==> src/rtl/fetch_unit.sv <==
`default_nettype none
// =============================================================================
// Module   : fetch_unit
// Purpose  : Instruction fetch controller feeding a halfword prefetch buffer.
//            Halfword (compressed) support is enabled by FETCH_COMPRESSED_EN.
// Revision : 1.0
// =============================================================================
module fetch_unit #(
    parameter int unsigned BUF_WORDS       = 4,
    parameter logic [31:0] RESET_PC        = 32'h0000_0000,
    parameter int unsigned MAX_OUTSTANDING = 2
) (
    input  logic                                clk,
    input  logic                                rst_n,
    output logic                                imem_req,
    output logic [31:0]                         imem_addr,
    input  logic                                imem_gnt,
    input  logic                                imem_rvalid,
    input  logic [31:0]                         imem_rdata,
    output logic                                buf_write_en,
    output logic [31:0]                         buf_wdata,
    output logic                                buf_flush,
    output logic                                buf_start_half,
    input  logic [1:0]                          consume,
    output logic [$clog2(2*BUF_WORDS+1)-1:0]    hw_avail,
    input  logic                                redirect,
    input  logic [31:0]                         redirect_pc
);

    localparam int unsigned c_cnt_w = $clog2(2*BUF_WORDS+1);
    localparam logic [c_cnt_w:0] c_buf_words = (c_cnt_w+1)'(BUF_WORDS);
    localparam logic [1:0]       c_max_out   = 2'(MAX_OUTSTANDING);
`ifdef FETCH_COMPRESSED_EN
    localparam logic c_comp = 1'b1;
`else
    localparam logic c_comp = 1'b0;
`endif

    typedef enum logic [1:0] {
        RESET_IDLE = 2'd0,
        FETCH      = 2'd1,
        DRAIN      = 2'd2
    } state_e;

    state_e               state_q, state_d;
    logic [c_cnt_w-1:0]   hw_cnt_q, hw_cnt_d;
    logic                 rd_par_q, rd_par_d;
    logic                 skip_q, skip_d;
    logic [1:0]           outst_q, outst_d;
    logic [1:0]           discard_q, discard_d;
    logic [31:0]          pc_q, pc_d;
    logic [31:0]          hold_addr_q, hold_addr_d;
    logic                 pending_q, pending_d;
    logic                 flush_q, flush_d;
    logic                 start_half_q, start_half_d;

    logic [1:0]           w_cons_n, w_cons_amt;
    logic                 w_cons_bad;
    logic [c_cnt_w:0]     w_slots, w_used;
    logic                 w_can_issue, w_launch, w_hs, w_keep;
    logic [c_cnt_w-1:0]   w_hw_add, w_cons_ext;
    logic                 w_unused_pc0;

    assign w_unused_pc0 = redirect_pc[0];

    // Decode consume; a request beyond what is buffered is dropped entirely.
    assign w_cons_n   = (consume == 2'b11) ? 2'd2 :
                        ((consume == 2'b10) && c_comp) ? 2'd1 : 2'd0;
    assign w_cons_bad = ((consume == 2'b10) && !c_comp) ||
                        ({{(c_cnt_w-2){1'b0}}, w_cons_n} > hw_cnt_q);
    assign w_cons_amt = (redirect || w_cons_bad) ? 2'd0 : w_cons_n;
    assign w_cons_ext = {{(c_cnt_w-2){1'b0}}, w_cons_amt};

    // Word slots occupied, counting a partially consumed word as a full slot.
    assign w_slots = ({1'b0, hw_cnt_q} + {{c_cnt_w{1'b0}}, rd_par_q}
                      + {{c_cnt_w{1'b0}}, 1'b1}) >> 1;
    assign w_used  = w_slots + {{(c_cnt_w-1){1'b0}}, outst_q};

    assign w_can_issue = (state_q != RESET_IDLE) && (w_used < c_buf_words) &&
                         (outst_q < c_max_out);
    assign imem_req    = pending_q | (w_can_issue & ~redirect);
    assign imem_addr   = pending_q ? hold_addr_q : pc_q;
    assign w_launch    = imem_req & ~pending_q;
    assign w_hs        = imem_req & imem_gnt;

    assign w_keep       = imem_rvalid && (discard_q == 2'd0) && !redirect;
    assign buf_write_en = w_keep;
    assign buf_wdata    = imem_rdata;
    assign w_hw_add     = !w_keep ? '0 :
                          skip_q  ? {{(c_cnt_w-1){1'b0}}, 1'b1} :
                                    {{(c_cnt_w-2){1'b0}}, 2'b10};

    assign buf_flush      = flush_q;
    assign buf_start_half = start_half_q;
    assign hw_avail       = hw_cnt_q;

    always_comb begin
        state_d      = state_q;
        rd_par_d     = rd_par_q;
        skip_d       = skip_q;
        outst_d      = outst_q + {1'b0, w_hs} - {1'b0, imem_rvalid};
        discard_d    = discard_q;
        pc_d         = pc_q;
        hold_addr_d  = hold_addr_q;
        pending_d    = imem_req & ~imem_gnt;
        flush_d      = redirect;
        start_half_d = redirect & c_comp & redirect_pc[1];

        if (w_launch) begin
            hold_addr_d = pc_q;
            pc_d        = pc_q + 32'd4;
        end
        if (imem_rvalid && (discard_q != 2'd0)) begin
            discard_d = discard_q - 2'd1;
        end
        if (w_keep) begin
            skip_d = 1'b0;
        end
        hw_cnt_d = hw_cnt_q - w_cons_ext + w_hw_add;
        if (w_cons_amt == 2'd1) begin
            rd_par_d = ~rd_par_q;
        end

        case (state_q)
            RESET_IDLE: state_d = FETCH;
            DRAIN:      if (discard_d == 2'd0) state_d = FETCH;
            default:    state_d = state_q;
        endcase

        // Everything in flight, including an ungranted request, becomes stale.
        if (redirect) begin
            hw_cnt_d  = '0;
            rd_par_d  = c_comp & redirect_pc[1];
            skip_d    = c_comp & redirect_pc[1];
            discard_d = outst_d + {1'b0, pending_d};
            pc_d      = {redirect_pc[31:2], 2'b00};
            state_d   = (discard_d != 2'd0) ? DRAIN : FETCH;
        end
    end

    always_ff @(posedge clk or negedge rst_n) begin
        if (!rst_n) begin
            state_q      <= RESET_IDLE;
            hw_cnt_q     <= '0;
            rd_par_q     <= 1'b0;
            skip_q       <= 1'b0;
            outst_q      <= 2'd0;
            discard_q    <= 2'd0;
            pc_q         <= RESET_PC;
            hold_addr_q  <= RESET_PC;
            pending_q    <= 1'b0;
            flush_q      <= 1'b0;
            start_half_q <= 1'b0;
        end else begin
            state_q      <= state_d;
            hw_cnt_q     <= hw_cnt_d;
            rd_par_q     <= rd_par_d;
            skip_q       <= skip_d;
            outst_q      <= outst_d;
            discard_q    <= discard_d;
            pc_q         <= pc_d;
            hold_addr_q  <= hold_addr_d;
            pending_q    <= pending_d;
            flush_q      <= flush_d;
            start_half_q <= start_half_d;
        end
    end

    a_consume_legal: assert property (@(posedge clk) disable iff (!rst_n)
                                      !(w_cons_bad && !redirect));

endmodule
`default_nettype wire
==> config.mk <==
export PLATFORM = sky130hd
export DESIGN_NAME = fetch_unit
export DESIGN_NICKNAME = d
export VERILOG_FILES = /design/src/rtl/fetch_unit.sv
export SDC_FILE = /design/constraint.sdc
export NUM_CORES = 1
export LEC_CHECK = 0
export BUFFER_PORTS_ARGS = -buffer_cell sky130_fd_sc_hd__buf_4
export CAP_MARGIN = 20
export CORE_MARGIN = 2
export CORE_UTILIZATION = 53
export CTS_BUF_LIST = sky130_fd_sc_hd__clkbuf_4 sky130_fd_sc_hd__clkbuf_8
export DETAILED_ROUTE_END_ITERATION = 8
export GPL_TIMING_DRIVEN = 0
export PLACE_DENSITY = 0.87
export SYNTH_ARGS = -nofsm -noshare
export SYNTH_HDL_FRONTEND = slang
export SYNTH_SLANG_ARGS = --single-unit
==> constraint.sdc <==
create_clock -name clk -period 4.4 [get_ports clk]
set_input_delay 1.1 -clock clk [delete_from_list [all_inputs] [get_ports clk]]
set_output_delay 1.1 -clock clk [all_outputs]
set_load 0.02 [all_outputs]
==> results of run 1 <==
## flip-flops by register name, summed over array words and instances, names as in the netlist
| name | count |
|---|---|
| hold_addr_q | 30 |
| rd_par_q | 1 |
| outst_q | 2 |
| pending_q | 1 |
| pc_q | 30 |
| state_q | 2 |
| hw_avail | 3 |
| discard_q | 2 |
| buf_flush | 1 |
## logic make-up after synthesis
logic type | share of synthesized area
AOI/OAI and AO/OA | 0.137
xor gates and xnor gates | 0.0140
adders and majority gates | 0.0407
buffers and inverters | 0.104
DFF | 0.413
muxes | 0.0705
other | 0.000859
and+or+nand+nor | 0.220
## final cells by class
class,instances,area [um2]
multi-input cells,331,2120
well taps,105,131
fillers,620,2560
repair buffers,104,781
inverters,19,71.3
clock buffers,10,131
plain buffers,62,384
flip-flops and latches,72,1800
clock inverters,6,115
## worst max-delay path: cells and delay by family, from the launching register on
kind / cells / cell delay, ps
xor+xnor: 4 / 810
compound gates: 3 / 720
buf+inv: 1 / 40
flops: 1 / 460
simple gates: 3 / 500
fa+ha+maj: 4 / 940
## per-stage QoR
step | total power, mW | setup WS [ps] | utilization | instance area (um2) | hold WS [ps]
finish | 3.14 | 800 | 0.684 | 5540 | 475
floorplan | 1.97 | 875 | - | 4380 | 440
CTS | 3.13 | 836 | 0.684 | 5540 | 477
global route | 3.32 | 525 | 0.684 | 5540 | 497
global placement | 2.39 | 874 | 0.654 | 5290 | 451
detailed placement | 2.47 | 753 | 0.654 | 5290 | 457
## power groups by stage
| stage | clock (mW) | combinational (mW) | sequential [mW] |
|---|---|---|---|
| 2_1_floorplan | 0 | 0.926 | 1.05 |
| 4_1_cts | 0.660 | 1.40 | 1.08 |
| 6_report | 0.661 | 1.40 | 1.08 |
| 3_5_place_dp | 0 | 1.38 | 1.09 |
| 3_3_place_gp | 0 | 1.32 | 1.07 |
| 5_1_grt | 0.693 | 1.52 | 1.11 |
## layer usage
metal,part of all wire,global-route usage
met2,0.49,0.447
met4,0.031,0.116
met5,0,0
met3,0.075,0.0591
met1,0.40,0.346
## worst max-delay path by stage
stage          slack (ps)  depth (start not counted)             startpoint                      to
6_report              800                         15  hw_avail[1]$_DFF_PN0_  state_q[0]$_DFFE_PN0P_
5_1_grt               520                         15  hw_avail[1]$_DFF_PN0_  state_q[0]$_DFFE_PN0P_
4_1_cts               840                         15  hw_avail[1]$_DFF_PN0_  state_q[0]$_DFFE_PN0P_
3_5_place_dp          750                         13               redirect  state_q[0]$_DFFE_PN0P_
3_3_place_gp          870                         13               redirect  state_q[0]$_DFFE_PN0P_
2_1_floorplan         870                         11               redirect  state_q[0]$_DFFE_PN0P_
## placed cells by master (no fill, tap or decap), drive strengths merged, types with 4 or more instances in the layout
master / instances
nand4: 15
a21boi: 4
nor2: 12
a221o: 12
conb: 4
a21o: 6
nand2: 110
mux2i: 6
nor3: 10
o211ai: 6
inv: 21
o21ai: 37
a22oi: 4
nor4: 8
clkbuf: 24
ha: 11
nor2b: 4
and3: 4
xnor2: 5
mux2: 22
buf: 152
a21oi: 10
or3: 5
nand3: 12
dfrtp: 72
==> out/qor.csv, run 1 <==
stage,metric,value,unit
global_routing,"Remaining Overflow, GRT",0,
clock_tree,post-CTS repair timing setup buffer count,0,
global_routing,global-route wire length before repair,18.6,mm
logic_synthesis,prevailing post-synth register cell,dfrtp_1,
global_routing,number of global-route vias before repair,3930,
floorplanning,effective utilization at floorplan,0.539,
power_and_ir_drop,switching share of total power,0.409,
sta,share of the cycle needed by the critical path after routing,0.818,
floorplanning,width of the die,94.8,um
route,vias,4074,
critical_path,capture instance of the worst register-to-register path,state_q[0]$_DFFE_PN0P_,
logic_synthesis,Post-Synthesis Mean Instance Area,9.08,um2
min_path,hold worst-path end,hold_addr_q[9]$_DFFE_PN0P_,
layout,final net count,683,
clock_tree,number of gates resized after CTS,0,
clock_tree,clock root buffer,clkbuf_8,
logic_synthesis,ranking of synthesized cells by area,"dfrtp_1, nand2_1, buf_4",
critical_path,CP Data Arrival Time,3830,ps
logic_synthesis,most instantiated cells after synthesis,"nand2_1, dfrtp_1, buf_4",
critical_path,crit path capture type,flop,
logic_synthesis,number of synthesis warnings,0,
logic_synthesis,Syn Inst Count,481,
power_and_ir_drop,sequential share of power,0.345,
logic_synthesis,most numerous cell in the Yosys netlist,nand2_1,
logic_synthesis,count of distinct cell types in the synthesized netlist,52,
power_and_ir_drop,highest ir drop seen on vdd,0.251,mV
floorplanning,floorplan die height,94.8,um
floorplanning,standard-cell rows,33,
sta,sum of negative setup slack,0,ps
power_and_ir_drop,fraction of power consumed by the clock network,0.210,
layout,layout cell share with drive strength beyond 1,0.336,
route,final wirelength,11.8,mm
floorplanning,die footprint,8980,um2
logic_synthesis,count of flip-flops with a built-in enable after synthesis,0,
sta,transition time at the pin with the least slew margin,926,ps
sta,Fmax achieved,0.278,GHz
clock_tree,"buffers from clock root to sink, at most",2,
sta,Rel. slew slack,0.382,
clock_tree,clock tree from TritonCTS,yes,
power_and_ir_drop,LEAKAGE,2.71,nW
route,ANT nets after route,0,
clock_tree,TritonCTS Sinks,72,
route,Detailed Routing Iterations Pass 1,5,
global_routing,number of antenna violations at the first check in global routing,0,
logic_synthesis,share of synthesized registers carrying an async set or reset,1.00,
min_path,worst min path class,reg2reg,
global_routing,GRT Resource Usage Total,0.272,
logic_synthesis,"Seq/Total Area, Yosys",0.413,
critical_path,CP required,4630,ps
status,status,completed,
min_path,Worst Hold Launch,hold_addr_q[9]$_DFFE_PN0P_,
logic_synthesis,"Cell Area, Synth",4370,um2
route,number of DRC markers in iteration 0,433,
clock_tree,hold bufs inserted after CTS,0,
placed_design,post-detailed-placement half-perimeter wirelength,8.56,mm
layout,number of diodes,0,
clock_tree,number of buffers inserted during clock tree synthesis,9,
job,Max-cap violations,0,
critical_path,startpoint type of the worst setup path,flop,
critical_path,crit-path cells,ha_1 -> xor2_1 -> ha_1 -> nor3_1 -> nand3_1 -> o21ai_0 -> nand2_1 -> ha_1 -> inv_1 -> ha_1 -> xnor2_1 -> xnor2_1 -> xor2_1 -> o21ai_0 -> a21boi_0,
sta,final clock skew,10.1,ps
clock_tree,Clock transition at path regs,90,ps
logic_synthesis,area fraction of the dominant cell type after synthesis,0.413,
sta,max-slew violations,0,
power_and_ir_drop,pwr dens,568,nW/um2
critical_path,largest stage delay on the critical path,460,ps
route,DR WL/cell,16.6,um
power_and_ir_drop,Switching Power,1.29,mW
layout,"count of placed standard cells in the final layout, fillers left out",709,
min_path,Worst Hold Path Cells,2,
power_and_ir_drop,Comb pwr share,0.444,
sta,Final Critical Period,3600,ps
sta,final count of hold timing violations,0,
layout,synthesis-to-finish area growth,26.8,%
power_and_ir_drop,internal power contribution,1.86,mW
sta,Setup Viol. Count Final,0,
critical_path,number of cells on the worst reg-to-reg path,15,
route,DR DRC count,0,
placed_design,weighted congestion at the end of routability-driven global placement,0.882,
route,routed vias/inst,5.75,
sta,unrepaired setup endpoints after global routing,false,
global_routing,maximum number of pins on one net before global-route repair,73,
clock_tree,number of levels the H-tree was split into,3,
floorplanning,area inside the core boundary,8090,um2
floorplanning,IO Count,143,
critical_path,crit-path max FO,6,
critical_path,worst setup path category,reg2reg,
critical_path,worst flop-to-flop path startpoint,hw_avail[1]$_DFF_PN0_,
placed_design,total of buffers placed on input and output ports,104,
critical_path,Critical Path Most Common Cell,ha_1,
placed_design,placed cells,693,
critical_path,Worst path slowest cell,dfrtp_1,
logic_synthesis,"flops & latches, synth",72,
critical_path,slack of the worst reg-to-reg path,800,ps
clock_tree,clock latency at the later pin of the worst-skew pair,360,ps
logic_synthesis,largest area contributor in the synthesized netlist,dfrtp_1,
(Power assumes the default switching activity.)
==> run 2: changes to the inputs <==
Clock period 4.4 ns to 3.5 ns, I/O delays scaled along.
==> run 2 against run 1 <==
  * Core utilization fell by 0.32 points
  * Register-to-register slack got worse by 520 ps
  * Clock skew rose by 1.9 ps
  * Total power rose by 20%
  * Cell area fell by 0.47%
  * Clock power rose by 5.6%
  * Clock-buffer cell count rose by 3
  * Largest cell class unchanged
  * Highest routed layer unchanged
  * Sequential power rose by 26%
==> out/qor.csv, run 2 (synthesis results as in run 1) <==
stage,metric,value,unit
sta,share of the cycle needed by the critical path after routing,0.919,
placed_design,worst slack after detailed placement,184,ps
clock_tree,hold bufs inserted after CTS,0,
route,ANT nets after route,0,
sta,transition time at the pin with the least slew margin,938,ps
power_and_ir_drop,highest ir drop seen on vdd,0.297,mV
critical_path,Critical Path Most Common Cell,ha_1,
layout,synthesis-to-finish area growth,26.2,%
critical_path,Worst path slowest cell,dfrtp_1,
critical_path,CP Data Arrival Time,3480,ps
floorplanning,floorplan die height,94.8,um
route,Detailed Routing Iterations Pass 1,5,
job,Max-cap violations,0,
route,DR WL/cell,16.0,um
critical_path,CP required,3770,ps
sta,Rel. slew slack,0.375,
status,status,completed,
critical_path,crit-path max FO,6,
placed_design,post-detailed-placement half-perimeter wirelength,8.19,mm
route,final wirelength,11.3,mm
global_routing,global-route wire length before repair,17.5,mm
global_routing,number of antenna violations at the first check in global routing,0,
route,vias,3984,
layout,count of filler cells inserted in the layout,679,
critical_path,crit-path cells,ha_1 -> xor2_1 -> ha_1 -> nor3_2 -> nand3_2 -> o21ai_2 -> nand2_1 -> ha_1 -> inv_1 -> ha_1 -> ha_1 -> xor2_1 -> o21ai_0 -> a21boi_0,
route,routed vias/inst,5.62,
critical_path,worst setup path category,reg2reg,
global_routing,GRT Resource Usage Total,0.251,
placed_design,weighted congestion at the end of routability-driven global placement,0.882,
clock_tree,number of gates resized after CTS,0,
sta,Fmax achieved,0.311,GHz
clock_tree,number of levels the H-tree was split into,3,
sta,final count of hold timing violations,0,
sta,final clock skew,12.0,ps
power_and_ir_drop,pwr dens,687,nW/um2
sta,Final Critical Period,3220,ps
clock_tree,post-CTS repair timing setup buffer count,0,
sta,"Worst Setup Slack, final",284,ps
clock_tree,number of buffers inserted during clock tree synthesis,9,
critical_path,largest stage delay on the critical path,450,ps
route,number of DRC markers in iteration 0,268,
floorplanning,width of the die,94.8,um
floorplanning,standard-cell rows,33,
floorplanning,effective utilization at floorplan,0.539,
layout,most common library cell in the layout ignoring fill and taps,buf_4,
floorplanning,die footprint,8980,um2
clock_tree,clock tree from TritonCTS,yes,
clock_tree,Clock transition at path regs,70,ps
route,DR DRC count,0,
floorplanning,IO Count,143,
global_routing,maximum number of pins on one net before global-route repair,73,
clock_tree,clock root buffer,clkbuf_8,
floorplanning,area inside the core boundary,8090,um2
sta,Setup Viol. Count Final,0,
power_and_ir_drop,LEAKAGE,2.71,nW
placed_design,total of buffers placed on input and output ports,104,
sta,max-slew violations,0,
layout,final net count,683,
layout,most frequent cells in the layout,"buf_4, nand2_1, dfrtp_1",
global_routing,number of global-route vias before repair,3732,
clock_tree,TritonCTS Sinks,72,
critical_path,startpoint type of the worst setup path,flop,
layout,layout cell share with drive strength beyond 1,0.341,
min_path,worst min path class,reg2reg,
clock_tree,"buffers from clock root to sink, at most",2,
layout,number of diodes,0,
clock_tree,clock latency at the later pin of the worst-skew pair,350,ps
sta,sum of negative setup slack,0,ps
critical_path,crit path capture type,flop,
power_and_ir_drop,post-layout total power,3.79,mW
global_routing,"Remaining Overflow, GRT",0,
## run 2: cell type report
class | instances | area (um2) | share of cell area
inverter | 19 | 71.3 | 0.0129
buffer | 62 | 384 | 0.0697
clock inverter | 3 | 40.0 | 0.00727
tap | 105 | 131 | 0.0238
timing repair buffer | 104 | 781 | 0.142
clock buffer | 13 | 166 | 0.0302
sequential | 72 | 1800 | 0.327
multi-input combinational | 331 | 2130 | 0.387
## run 2: power by group
part	switching, mW	total [mW]	internal (mW)
Sequential	0.248	1.36	1.11
Combinational	0.993	1.73	0.735
Clock	0.315	0.698	0.382
## run 2: worst paths after layout
kind,start,to,slack (ps),depth (start not counted)
min in group asynchronous,rst_n,discard_q[1]$_DFF_PN0_,630,1
max in group asynchronous,rst_n,rd_par_q$_DFFE_PN0P_,2230,1
max,hw_avail[1]$_DFF_PN0_,state_q[0]$_DFFE_PN0P_,280,14
max reg2reg,hw_avail[1]$_DFF_PN0_,state_q[0]$_DFFE_PN0P_,280,14
min reg2reg,hold_addr_q[10]$_DFFE_PN0P_,hold_addr_q[10]$_DFFE_PN0P_,470,2
min,hold_addr_q[10]$_DFFE_PN0P_,hold_addr_q[10]$_DFFE_PN0P_,470,2
## run 2: per-layer routing
| metal | GRT usage | share of wire |
|---|---|---|
| met1 | 0.324 | 0.40 |
| met2 | 0.418 | 0.50 |
| met3 | 0.0367 | 0.079 |
| met4 | 0.116 | 0.026 |
| met5 | 0 | 0 |
## run 2: worst max-delay path, delay by kind of cell, from the launching register on
| kind | cells | cell delay, ps |
|---|---|---|
| adders and majority gates | 5 | 1230 |
| AOI/OAI and AO/OA | 3 | 640 |
| and+or+nand+nor | 3 | 450 |
| xor gates and xnor gates | 2 | 320 |
| DFF | 1 | 450 |
| buffers and inverters | 1 | 40 |
## run 2: metrics by stage
step / instances / cell area, um2 / utilization / hold slack (ps)
finish: 709 / 5510 / 0.681 / 473
global route: 709 / 5510 / 0.681 / 503
CTS: 709 / 5500 / 0.679 / 474
detailed placement: 693 / 5290 / 0.654 / 457
global placement: 693 / 5290 / 0.654 / 452
floorplan: 484 / 4380 / - / 440
==> run 3: changes to the inputs <==
--- a/config.mk
+++ b/config.mk
@@ -12,4 +12,5 @@
 export CTS_BUF_LIST = sky130_fd_sc_hd__clkbuf_4 sky130_fd_sc_hd__clkbuf_8
 export DETAILED_ROUTE_END_ITERATION = 8
+export GPL_ROUTABILITY_DRIVEN = 0
 export GPL_TIMING_DRIVEN = 0
 export PLACE_DENSITY = 0.87
==> constraint.sdc (replaced) <==
create_clock -name clk -period 3.5 [get_ports clk]
set_input_delay 0.35 -clock clk [delete_from_list [all_inputs] [get_ports clk]]
set_output_delay 0.35 -clock clk [all_outputs]
set_load 0.02 [all_outputs]
==> run 3 against run 2 <==
  * Cell count grew 0.14%
  * Routed wire length grew 4.3%
  * Critical endpoint unchanged
  * Critical path depth grew 1
  * Worst hold slack lost 360 ps
  * Clock power grew 28%
  * Highest routed layer unchanged
  * Sequential power is essentially flat
  * Maximum frequency shrank 4.1%
  * Largest cell class unchanged
  * Via count grew 2.0%
  * Core utilization grew 0.82 points
  * Clock skew is essentially flat
  * Register-to-register slack lost 140 ps
  * Sequential cell count is the same
==> out/qor.csv, run 3 (synthesis results as in run 1) <==
stage,metric,value,unit
critical_path,Worst setup startpoint,hw_avail[1]$_DFF_PN0_,
critical_path,capture instance of the worst register-to-register path,state_q[0]$_DFFE_PN0P_,
route,highest metal layer used by the detailed router,met4,
sta,sum of negative setup slack,0,ps
critical_path,Critical Path Most Common Cell,ha_1,
placed_design,total of buffers placed on input and output ports,104,
floorplanning,floorplan die height,94.8,um
power_and_ir_drop,highest ir drop seen on vdd,0.359,mV
critical_path,family of cells with the greatest summed delay on the critical path,adder cells,
sta,max-slew violations,0,
floorplanning,IO Count,143,
clock_tree,TritonCTS Sinks,72,
floorplanning,die footprint,8980,um2
route,final wirelength,11.8,mm
critical_path,crit-path max FO,6,
clock_tree,number of levels the H-tree was split into,3,
layout,most frequent cells in the layout,"buf_4, nand2_1, dfrtp_1",
global_routing,GRT Resource Usage Total,0.269,
placed_design,post-detailed-placement half-perimeter wirelength,8.44,mm
global_routing,number of antenna violations at the first check in global routing,0,
critical_path,crit-path cells,ha_1 -> xor2_1 -> ha_1 -> nor3_1 -> nand3_1 -> o21ai_2 -> nand2_1 -> ha_1 -> inv_1 -> ha_1 -> xnor2_1 -> xnor2_2 -> xor2_1 -> o21ai_0 -> a21boi_0,
layout,count of filler cells inserted in the layout,644,
power_and_ir_drop,LEAKAGE,2.74,nW
sta,transition time at the pin with the least slew margin,929,ps
floorplanning,width of the die,94.8,um
critical_path,number of cells on the worst reg-to-reg path,15,
critical_path,CP Data Arrival Time,3580,ps
route,routed vias/inst,5.72,
layout,synthesis-to-finish area growth,27.7,%
sta,Setup Viol. Count Final,0,
critical_path,Worst path slowest cell,dfrtp_1,
clock_tree,Clock transition at path regs,80,ps
sta,final clock skew,12.0,ps
status,status,completed,
route,sum of met3 wire segment lengths after detailed routing,902,um
critical_path,crit path capture type,flop,
sta,Fmax achieved,0.298,GHz
clock_tree,clock root buffer,clkbuf_8,
route,Detailed Routing Iterations Pass 1,6,
critical_path,largest stage delay on the critical path,460,ps
clock_tree,number of buffers inserted during clock tree synthesis,9,
route,number of DRC markers in iteration 0,329,
layout,number of diodes,0,
global_routing,"Remaining Overflow, GRT",0,
job,Max-cap violations,0,
route,DR WL/cell,16.7,um
global_routing,number of global-route vias before repair,3971,
floorplanning,standard-cell rows,33,
route,total met2 wirelength after detailed routing,5.82,mm
clock_tree,clock tree from TritonCTS,yes,
sta,Rel. slew slack,0.380,
critical_path,slack of the worst reg-to-reg path,150,ps
layout,final net count,684,
power_and_ir_drop,pwr dens,722,nW/um2
route,ANT nets after route,0,
layout,combined area of the multi-input logic cells,2130,um2
sta,Final Critical Period,3350,ps
critical_path,startpoint type of the worst setup path,flop,
critical_path,worst setup path category,reg2reg,
clock_tree,clock latency at the later pin of the worst-skew pair,360,ps
layout,area occupied by registers,1800,um2
route,detailed-route wire length on metal 1,4.70,mm
sta,share of the cycle needed by the critical path after routing,0.959,
layout,layout cell share with drive strength beyond 1,0.340,
power_and_ir_drop,post-layout total power,4.03,mW
floorplanning,effective utilization at floorplan,0.539,
global_routing,maximum number of pins on one net before global-route repair,73,
route,DR DRC count,0,
min_path,worst min path class,in2async,
sta,unrepaired setup endpoints after global routing,false,
critical_path,number of logic stages on the critical path including buffering,15,
global_routing,global-route wire length before repair,18.5,mm
sta,final count of hold timing violations,0,
critical_path,worst flop-to-flop path startpoint,hw_avail[1]$_DFF_PN0_,
floorplanning,area inside the core boundary,8090,um2
clock_tree,"buffers from clock root to sink, at most",2,
route,vias,4064,
critical_path,Crit path buffers/inverters,1,
critical_path,CP required,3730,ps
layout,most common library cell in the layout ignoring fill and taps,buf_4,
==> run 3: changes by cell type in the layout (fill, tap and decap cells not counted) <==
cell | before | now
bufinv_16 | 1 | 4
clkbuf_4 | 2 | 0
buf_4 | 142 | 143
clkbuf_8 | 11 | 10
nand3_1 | 10 | 11
nand3_2 | 2 | 1
nor3_1 | 9 | 10
nor3_2 | 1 | 0
xnor2_1 | 5 | 4
xnor2_2 | 0 | 1
==> run 3: worst max-delay path by stage <==
stage | slack [ps] | end
2_1_floorplan | 190 | state_q[0]$_DFFE_PN0P_
3_3_place_gp | 280 | state_q[0]$_DFFE_PN0P_
3_5_place_dp | 170 | state_q[0]$_DFFE_PN0P_
4_1_cts | 110 | state_q[0]$_DFFE_PN0P_
5_1_grt | 1 | state_q[0]$_DFFE_PN0P_
6_report | 150 | state_q[0]$_DFFE_PN0P_
==> run 3: layout make-up <==
class / count / share of cell area
inverters: 19 / 0.0128
plain buffers: 62 / 0.0689
flip-flops and latches: 72 / 0.323
well taps: 105 / 0.0236
clock inverters: 6 / 0.0233
clock buffers: 10 / 0.0247
multi-input cells: 331 / 0.382
repair buffers: 105 / 0.141
==> run 3: timing repair <==
| item | in CTS | in global routing |
|---|---|---|
| hold buffers | 0 | 0 |
| gates resized for setup | 0 | 2 |
| buffers inserted | 0 | 1 |
| endpoints found under the hold margin | 0 | 0 |
| endpoints found under the setup margin | 0 | 1 |
==> run 3: report_power, final <==
part           total (mW)  internal, mW  switching, mW  leakage (nW)
Combinational        1.77         0.749           1.02          1.71
Clock               0.894         0.563          0.331         0.136
Sequential           1.36          1.11          0.251         0.894
Total                4.03          2.42           1.60          2.74
==> run 3: per-layer routing <==
metal	up-vias	track usage
met2	234	0.446
met4	0	0.151
met3	40	0.0487
met1	1913	0.331
li1	1877	-
met5	-	0
==> run 3: per-stage QoR <==
step	std cells	worst slack, ps	util	instance area (um2)	hold slack [ps]
finish	710	145	0.689	5580	116
global route	710	1.21	0.689	5580	116
CTS	709	105	0.687	5560	118
detailed placement	693	172	0.654	5290	460
global placement	693	278	0.654	5290	451
floorplan	484	187	-	4380	54.4
